==> config.mk <==
export PLATFORM = sky130hd
export DESIGN_NAME = control_acceso_param_flat
export DESIGN_NICKNAME = d
export VERILOG_FILES = /design/src/rtl/control_acceso_param_pkg.sv /design/src/rtl/control_acceso_param_if.sv /design/src/rtl/control_acceso_param_temporizador_pin.sv /design/src/rtl/control_acceso_param.sv /design/src/flat_wrapper.sv
export SDC_FILE = /design/constraint.sdc
export NUM_CORES = 1
export LEC_CHECK = 0
export CAP_MARGIN = 10
export CORE_AREA = 2 2 39 41
export CTS_CLUSTER_DIAMETER = 100
export DETAILED_ROUTE_END_ITERATION = 12
export DIE_AREA = 0 0 41 43
export HOLD_SLACK_MARGIN = 0.06
export PLACE_DENSITY = 0.75
export REMOVE_ABC_BUFFERS = 1
export SETUP_SLACK_MARGIN = 0.02
export SYNTH_ARGS = -nofsm -noshare
export SYNTH_HDL_FRONTEND = slang
export SYNTH_SLANG_ARGS = --single-unit
==> constraint.sdc <==
create_clock -name Clk -period 1.8 [get_ports Clk]
set_clock_uncertainty 0.15 [all_clocks]
set_input_delay 0.36 -clock Clk [delete_from_list [all_inputs] [get_ports Clk]]
set_output_delay 0.36 -clock Clk [all_outputs]
set_load 0.05 [all_outputs]
==> src/rtl/control_acceso_param_pkg.sv <==
// Shared types and constants for the parking-gate access controller and its benches.
package control_acceso_pkg;

  typedef enum logic [2:0] {
    ESPERA     = 3'd0,
    ESPERA_PIN = 3'd1,
    ABIERTO    = 3'd2,
    ALARMA     = 3'd3,
    BLOQUEO    = 3'd4
  } estado_t;

  localparam logic [7:0] PIN_CORRECTO_DEF = 8'b0000_1000;
  localparam logic [7:0] PIN_ESPERA       = 8'b0000_0000;

endpackage

==> src/rtl/control_acceso_param_if.sv <==
// Sensor, PIN-entry and gate-output bundle; master drives the sensors, slave is the controller.
interface control_acceso_param_if #(
  parameter int PIN_WIDTH    = 8,
  parameter int MAX_INTENTOS = 3
);
  localparam int IW = $clog2(MAX_INTENTOS + 1);

  logic                 Vehiculo;
  logic                 Termino;
  logic [PIN_WIDTH-1:0] Pin;
  logic                 Pin_valido;
  logic                 Cerrado;
  logic                 Abierto;
  logic                 Alarma;
  logic                 Bloqueo;
  logic [IW-1:0]        Intentos;

  modport master (
    output Vehiculo, Termino, Pin, Pin_valido,
    input  Cerrado, Abierto, Alarma, Bloqueo, Intentos
  );

  modport slave (
    input  Vehiculo, Termino, Pin, Pin_valido,
    output Cerrado, Abierto, Alarma, Bloqueo, Intentos
  );
endinterface

==> src/rtl/control_acceso_param_temporizador_pin.sv <==
// PIN-entry timeout counter: pulses expiry on the cycle the count sits at TIMEOUT_CICLOS-1.
module temporizador_pin #(
  parameter int TIMEOUT_CICLOS = 16
) (
  input  logic Clk,
  input  logic Reset,
  input  logic clear,
  input  logic enable,
  output logic expiry
);
  localparam int TW = $clog2(TIMEOUT_CICLOS);
  localparam logic [TW-1:0] ULTIMO = TW'(TIMEOUT_CICLOS - 1);

  logic [TW-1:0] cuenta;

  assign expiry = enable && (cuenta == ULTIMO);

  // NOTE: sequential state uses non-blocking assignments so every flop samples pre-edge values.
  always_ff @(posedge Clk or posedge Reset) begin
    if (Reset) begin
      cuenta <= '0;
    end else if (!enable || clear || expiry) begin
      cuenta <= '0;
    end else begin
      cuenta <= cuenta + 1'b1;
    end
  end

endmodule

==> src/rtl/control_acceso_param.sv <==
// Parking-gate access controller: Moore FSM with wrong-attempt counter, PIN timeout and tailgating lockout.
module control_acceso_param
  import control_acceso_pkg::*;
#(
  parameter int                   PIN_WIDTH      = 8,
  parameter logic [PIN_WIDTH-1:0] PIN_CORRECTO   = PIN_WIDTH'(PIN_CORRECTO_DEF),
  parameter int                   MAX_INTENTOS   = 3,
  parameter int                   TIMEOUT_CICLOS = 16
) (
  input logic                    Clk,
  input logic                    Reset,
  control_acceso_param_if.slave  bus
);
  localparam int IW = $clog2(MAX_INTENTOS + 1);
  localparam logic [IW-1:0] MAX_CNT = IW'(MAX_INTENTOS);

  estado_t       estado_q, estado_d;
  logic [IW-1:0] intentos_q, intentos_d;
  logic [IW-1:0] intentos_inc;
  logic          pin_ok;
  logic          timer_clear;
  logic          timer_en;
  logic          expiry;
  logic          fallo;

  assign pin_ok       = bus.Pin_valido && (bus.Pin == PIN_CORRECTO);
  assign intentos_inc = (intentos_q == MAX_CNT) ? intentos_q : intentos_q + 1'b1;
  assign timer_en     = (estado_q == ESPERA_PIN);
  assign timer_clear  = timer_en && bus.Pin_valido;

  temporizador_pin #(.TIMEOUT_CICLOS(TIMEOUT_CICLOS)) u_temporizador (
    .Clk    (Clk),
    .Reset  (Reset),
    .clear  (timer_clear),
    .enable (timer_en),
    .expiry (expiry)
  );

  always_ff @(posedge Clk or posedge Reset) begin
    if (Reset) begin
      estado_q   <= ESPERA;
      intentos_q <= '0;
    end else begin
      estado_q   <= estado_d;
      intentos_q <= intentos_d;
    end
  end

  // NOTE: every output of this block gets a default first, so no path can infer a latch.
  always_comb begin
    estado_d   = estado_q;
    intentos_d = intentos_q;
    fallo      = 1'b0;

    case (estado_q)
      ESPERA: begin
        if (bus.Vehiculo) estado_d = ESPERA_PIN;
      end
      ESPERA_PIN: begin
        // A strobe beats both the timeout and the vehicle leaving in the same cycle.
        if (bus.Pin_valido) begin
          if (pin_ok) begin
            estado_d   = ABIERTO;
            intentos_d = '0;
          end else begin
            fallo = 1'b1;
          end
        end else if (!bus.Vehiculo) begin
          estado_d = ESPERA;
        end else if (expiry) begin
          fallo = 1'b1;
        end
        if (fallo) begin
          intentos_d = intentos_inc;
          if (intentos_inc == MAX_CNT) estado_d = ALARMA;
        end
      end
      ALARMA: begin
        if (pin_ok) begin
          estado_d   = ABIERTO;
          intentos_d = '0;
        end
      end
      ABIERTO: begin
        if (bus.Termino) estado_d = bus.Vehiculo ? BLOQUEO : ESPERA;
      end
      BLOQUEO: begin
        if (pin_ok) begin
          estado_d   = ESPERA;
          intentos_d = '0;
        end
      end
      default: begin
        estado_d = ESPERA;
      end
    endcase
  end

  assign bus.Abierto  = (estado_q == ABIERTO);
  assign bus.Cerrado  = !bus.Abierto;
  assign bus.Alarma   = (estado_q == ALARMA);
  assign bus.Bloqueo  = (estado_q == BLOQUEO);
  assign bus.Intentos = intentos_q;

endmodule

==> src/flat_wrapper.sv <==
// flat-port wrapper written by rule: the top's interface ports become plain ports
module control_acceso_param_flat import control_acceso_pkg::*;
#(
  parameter int                   PIN_WIDTH      = 8,
  parameter logic [PIN_WIDTH-1:0] PIN_CORRECTO   = PIN_WIDTH'(PIN_CORRECTO_DEF),
  parameter int                   MAX_INTENTOS   = 3,
  parameter int                   TIMEOUT_CICLOS = 16
)
  (Clk, Reset, bus_Vehiculo, bus_Termino, bus_Pin, bus_Pin_valido, bus_Cerrado, bus_Abierto, bus_Alarma, bus_Bloqueo, bus_Intentos);
  control_acceso_param_if #(.PIN_WIDTH(PIN_WIDTH), .MAX_INTENTOS(MAX_INTENTOS)) bus_i ();
  input logic Clk;
  input logic Reset;
  input wire logic [$bits(bus_i.Vehiculo)-1:0] bus_Vehiculo;
  input wire logic [$bits(bus_i.Termino)-1:0] bus_Termino;
  input wire logic [$bits(bus_i.Pin)-1:0] bus_Pin;
  input wire logic [$bits(bus_i.Pin_valido)-1:0] bus_Pin_valido;
  output wire logic [$bits(bus_i.Cerrado)-1:0] bus_Cerrado;
  output wire logic [$bits(bus_i.Abierto)-1:0] bus_Abierto;
  output wire logic [$bits(bus_i.Alarma)-1:0] bus_Alarma;
  output wire logic [$bits(bus_i.Bloqueo)-1:0] bus_Bloqueo;
  output wire logic [$bits(bus_i.Intentos)-1:0] bus_Intentos;
  assign bus_i.Vehiculo = bus_Vehiculo;
  assign bus_i.Termino = bus_Termino;
  assign bus_i.Pin = bus_Pin;
  assign bus_i.Pin_valido = bus_Pin_valido;
  assign bus_Cerrado = bus_i.Cerrado;
  assign bus_Abierto = bus_i.Abierto;
  assign bus_Alarma = bus_i.Alarma;
  assign bus_Bloqueo = bus_i.Bloqueo;
  assign bus_Intentos = bus_i.Intentos;
  control_acceso_param #(.PIN_WIDTH(PIN_WIDTH), .PIN_CORRECTO(PIN_CORRECTO), .MAX_INTENTOS(MAX_INTENTOS), .TIMEOUT_CICLOS(TIMEOUT_CICLOS)) u_core (.Clk(Clk), .Reset(Reset), .bus(bus_i));
endmodule
==> summary.md <==
| Metric | Value |
|---|---|
| CP Class | reg2out |
| Fin cells | 92 |
| Reg-to-reg startpoint | u_core.estado_q[1] |
| Sequential area share after synthesis | approximately 47% |
| DRT iter0 DRCs | 18 |
| RSZ-0062 raised after global routing | yes |
| Cell area power density | 1220 nW/um2 |
| Worst Setup Start Kind | flip-flop |
| Worst Path Required | 1.29 ns |
| Max Slew Vio Count | 0 |
| Arrival @ worst endpoint | between 1 and 1.5 ns |
| Detail Route Antenna Nets | 0 |
| DR pass1 iterations | 4 |
| Final min period | around 1.7 ns |
| Yosys warnings | 0 |
| Initial Utilization | approximately a third |
| Leakage | about 0.35 nW |
| Boundary Pins | 19 |
| Placeable Area | between 1000 and 1500 um2 |
| Largest net degree at the start of global routing | 10 |
| Reg2Reg Depth | 5 |
| Die area | 1760 um2 |
| Final net count | 91 |
| Syn Std Cell Area | 479 um2 |
| Routed vias/inst | just over 5 |
| CP cell instances | inv_1 > nor3_2 > buf_12 |
| CTS Buffer Depth | 2 |
| Gp weighted congestion | a little under 0.7 |
| Mean Syn Cell Area | around 9.4 um2 |
| Reg clk slew, reported paths | 0.06 ns |
| CP Capture Type | output port |
| R2R setup slack | about 0.08 ns |
| Crit path largest cell delay | 0.39 ns |
| CTS Hold Bufs | 0 |
| End of the worst register-to-register path | u_core.bus.Intentos[0] |
| Worst Tran Pin Value | roughly 0.35 ns |
| Setup-failing EPs final | 0 |
| Commonest non-fill, non-tap cell in the layout | clkdlybuf4s50_1 |
| Port bufs | 18 |
| Count of cell types in the netlist | 25 |
| Total Wirelength | 1090 um |
| Root Driver | clkbuf_4 |
| Number of remaining DRC errors | 0 |
| Placed inst area | between 700 and 800 um2 |
| First-pass GRT wire length | 1880 um |
| Vias in the first global route | 452 |
| Post-route cell area | between 800 and 900 um2 |
| CTS tree | built |
| Die extent in y | 43 um |
| Chip Width | 41 um |
| # rows | 14 |
| Final Cycle Share | 96.8% |
| Crit-path slowest cell | dfrtp_1 |
| Placed cells | 87 |
| Clock Latency Late Sink | ~0.26 ns |
| N_diodes | 0 |
| Maximum capacitance violations | 0 |
| Clock sink count | 9 |
| Mapped Cells | between 50 and 60 |
| Max Fanout on Critical Path | 6 |
| Worst vdd rail ir drop | roughly 0.51 mV |
| GRT overflow | 0 |
| Filler Cell Count | roughly 120 |
| Final Hold Fails | 0 |
| Peak Freq | 574 MHz |
| GRT Total Usage | around 16% |
| CTS Buf Count | 3 |
| Worst min-delay path class | in2async |
| Via count | 472 |
| Area grow syn2layout | 67.1% |
| Post-DP HPWL | 818 um |
| Initial antenna violation count | 0 |
| H-tree levels | 1 |
| Commonest non-fill, non-tap cells in the layout | clkdlybuf4s50_1 (12), dfrtp_1 (8), inv_1 (5), buf_12 (5) |
| Share of cells above drive strength 1 | a little under a third |
| Status | completed |
| Synth Register Bits | 9 |
| Max transition margin | between 70% and 80% |
| Mean routed wirelength per cell | between 10 and 15 um |
## critical path, delay by kind of cell (launching register included)
kind	cells	cell delay (ns)
flops	1	0.39
simple gates	1	0.27
buf+inv	2	0.31
## cell families (layout without fill, tap and decap cells)
logic type	count (synthesis)	count (layout)	synth area share [%]
adders and majority gates	1	1	2.61
AOI/OAI and AO/OA	11	11	18.0
and+or+nand+nor	21	21	23.2
buffers and inverters	7	32	5.48
xor gates and xnor gates	2	2	3.66
DFF	9	9	47.0
## power breakdown
| group | switching, mW | internal (mW) |
|---|---|---|
| sequential | 0.0453 | 0.241 |
| combinational | 0.273 | 0.257 |
| clock | 0.0741 | 0.0857 |
| total | 0.393 | 0.584 |
## final cells by class
type	count	area [um2]	share of cell area (%)
clock buffer	4	26.3	3.28
tap	16	20.0	2.50
sequential	9	226	28.3
timing repair buffer	21	250	31.3
inverter	7	26.3	3.28
multi-input combinational	35	251	31.4
## synth_stat cells
library cell / number / area (um2)
a32oi_1: 1 / 8.76
xor2_1: 1 / 8.76
nand4b_1: 1 / 8.76
a311oi_1: 2 / 17.5
and2_1: 1 / 6.26
nor3_1: 4 / 20.0
a21boi_0: 1 / 7.51
a21oi_1: 2 / 10.0
a311o_2: 1 / 11.3
nand4_1: 1 / 6.26
xnor2_1: 1 / 8.76
nand3_1: 2 / 10.0
nor2_1: 6 / 22.5
o21ai_0: 1 / 5.00
o21bai_1: 1 / 7.51
or3b_1: 1 / 8.76
o21a_1: 1 / 7.51
o221a_1: 1 / 11.3
nand2_1: 2 / 7.51
nor4b_1: 1 / 8.76
ha_1: 1 / 12.5
dfrtp_1: 9 / 225
inv_1: 7 / 26.3
nor2b_1: 1 / 6.26
and3_1: 1 / 6.26
## how the worst max path moves through the flow
stage	endpoint	depth (start not counted)	from	slack, ns
floorplan	bus_Alarma	2	u_core.estado_q[0]	-0.25
global placement	u_core.bus.Intentos[1]	5	bus_Pin[5]	-0.13
detailed placement	u_core.bus.Intentos[1]	5	bus_Pin[5]	-0.14
CTS	bus_Bloqueo	3	u_core.estado_q[2]	0.03
global route	u_core.estado_q[1]	5	u_core.estado_q[1]	-0.007
finish	bus_Alarma	3	u_core.estado_q[0]	0.06
## what timing repair did
| action | CTS | global route |
|---|---|---|
| resized for setup | 4 | 8 |
| endpoints found under the setup margin | 3 | 6 |
| setup buffers | 1 | 0 |
## metal layers
| layer | share of wire [%] | global-route usage [%] |
|---|---|---|
| met1 | 42 | 19.7 |
| met2 | 53 | 23.8 |
| met3 | 3.7 | 4.71 |
| met4 | 1.4 | 8.00 |
| met5 | 0 | 0 |
## flip-flops by register name (all words and copies together), names as in the netlist
| signal | count |
|---|---|
| u_core.bus.Intentos | 2 |
| u_core.estado_q | 3 |
| u_core.u_temporizador.cuenta | 4 |
## through the flow
stage | setup slack, ns | hold WS, ns | power (mW) | TNS (ns) | util (%)
after CTS | 0.0322 | 0.216 | 0.943 | 0 | 56.5
final | 0.0569 | 0.204 | 0.977 | 0 | 57.9
after floorplan | -0.246 | 0.0379 | 0.539 | -0.291 | -
after detailed placement | -0.141 | 0.304 | 0.755 | -0.409 | 53.6
after global routing | -0.00696 | 0.228 | 1.04 | -0.00729 | 57.9
after global placement | -0.134 | 0.300 | 0.751 | -0.393 | 53.6
(Power assumes the default switching activity.)
==> patch, RTL diff (same flow settings) <==
Reset style: synchronous (`Reset`), changed in 2 clocked blocks.
--- a/src/rtl/control_acceso_param_temporizador_pin.sv
+++ b/src/rtl/control_acceso_param_temporizador_pin.sv
@@ -18,3 +18,3 @@
   // NOTE: sequential state uses non-blocking assignments so every flop samples pre-edge values.
-  always_ff @(posedge Clk or posedge Reset) begin
+  always_ff @(posedge Clk) begin
     if (Reset) begin
--- a/src/rtl/control_acceso_param.sv
+++ b/src/rtl/control_acceso_param.sv
@@ -38,3 +38,3 @@
 
-  always_ff @(posedge Clk or posedge Reset) begin
+  always_ff @(posedge Clk) begin
     if (Reset) begin
Behaviour: differs if Reset is asserted again (counterexample within 4 cycles, from zero or initial values and one cycle with Reset high); with Reset held inactive, the same outputs for 10 cycles.
==> patch against the unedited design <==
- final area rose by 4.5%
- synthesized area rose by 1.3%
- global-route usage fell by 0.36 points
- setup slack got worse by 0.015 ns
- wire length rose by 12%
- sequential cell count did not move
- synthesized cell count rose by 14%
- critical endpoint is now bus_Abierto
- largest cell class unchanged
Power is not compared: it rests on default switching activity, and its combinational part moved more than twofold at a synthesized area within 25%.
==> patch: results (changes against the unedited design) <==
synth_xor_area_share_pct: 3.61  # -0.047 points
dr.first_iter.drc_count: 6  # -12
wl_met3_um: 97  # +140%
fin_nets: 101  # +11%
regMostFlops: "u_core.u_temporizador.cuenta"
wl_per_cell_um: 11.9  # +0.80%
crit_slowest_cell: "dfxtp_4"
h-tree-depth: 1  # unchanged
grt.total_usage_pct: 15.5  # -0.36 points
grt_first_pass_wirelength_mm: 1.84  # -1.8%
timing.rr.start: "u_core.u_temporizador.cuenta[0]$_SDFF_PP0_"
synth_compound_area_share_pct: 15.7  # -2.3 points
grtUsageMet3_pct: 1.57  # -3.1 points
cp_max_fo: 5  # -1
m1WireLength_um: 475  # +4.4%
ys_seq_area_share_pct: 37.1  # -9.9 points
synth_area_leaders: "dfxtp_1 (37%), nor2_1 (6.2%), nand3_1 (5.2%)"
use_met1_pct: 16.5  # -3.2 points
pg_seq_uw: 210
viasPerCell: 5.05  # -1.6%
async_flop_share_pct: 0  # -100 points
synth_fa_ha_area_share_pct: 2.58  # -0.034 points
gp_congestion: 0.785  # +15%
yosys-top-cells-count: "dfxtp_1 (9), nor2_1 (8), nand3_1 (5), inv_1 (4), nor3_1 (3)"
synthDistinctLibCells: 28  # +12%
cp.arrival_ns: 1.25  # +0.02 ns
tightest_slew_ns: 0.292  # -0.0571 ns
grt_util_met2_pct: 25.6  # +1.9 points
p_clk_share_pct: 34.8
hp-class: "in -> reg"
grt_pass1_vias: 473  # +4.6%
outcome: "finished, final reports clean"
wl_met2_um: 636  # +10%
dp_hpwl_um: 883  # +7.9%
drive_gt1_share_pct: 32.6  # +0.98 points
r2r_end: "u_core.bus.Intentos[0]$_SDFFE_PP0P_"
grt_max_degree: 9  # -1
synth_mux_area_share_pct: 2.06  # +2.1 points
## patch: layout make-up
class                           instances  area share [%]
Sequential cell                         9            22.4
Inverter                                5            2.84
Multi-Input combinational cell         44            37.8
Tap cell                               16            2.39
Clock buffer                            4            3.14
Timing Repair Buffer                   24            31.4
## patch: how the worst max path moves through the flow
stage / start / cells past startpoint / end
finish: u_core.estado_q[1]$_SDFFE_PP0P_ / 4 / bus_Abierto
global route: u_core.estado_q[1]$_SDFFE_PP0P_ / 4 / bus_Abierto
CTS: u_core.estado_q[1]$_SDFFE_PP0P_ / 4 / bus_Abierto
detailed placement: bus_Pin[5] / 5 / u_core.bus.Intentos[0]$_SDFFE_PP0P_
global placement: bus_Pin[5] / 5 / u_core.bus.Intentos[0]$_SDFFE_PP0P_
floorplan: u_core.estado_q[1]$_SDFFE_PP0P_ / 3 / bus_Abierto
## patch: stage by stage
step	hold slack [ns]	area, um2	std cells	setup WS [ns]	utilization (%)
after global routing	0.309	837	102	0.000416	60.5
after CTS	0.302	783	100	0.0126	56.6
after floorplan	0.268	485	58	-0.147	-
final	0.292	837	102	0.0417	60.5
after detailed placement	0.293	738	96	-0.232	53.3
after global placement	0.285	738	96	-0.184	53.3
## patch: cell families after synthesis
logic type | after synthesis
mux | 1
simple gates | 29
fa+ha+maj | 1
flops | 9
xor+xnor | 2
buf+inv | 5
compound gates | 11
## patch: worst register-to-register path, cell delays in order (launching register included)
cell and delay (ns):
dfxtp_1 0.35, ha_1 0.21, nand4_1 0.12, and2_2 0.22, or3_1 0.37, o2111a_1 0.13
## patch: repair_timing
action,4_1_cts,5_1_grt
buffers inserted,0,2
resized for setup,8,10
endpoints found under the hold margin,0,0
pin swaps,0,3
hold buffers,0,0
setup endpoints to repair,3,5
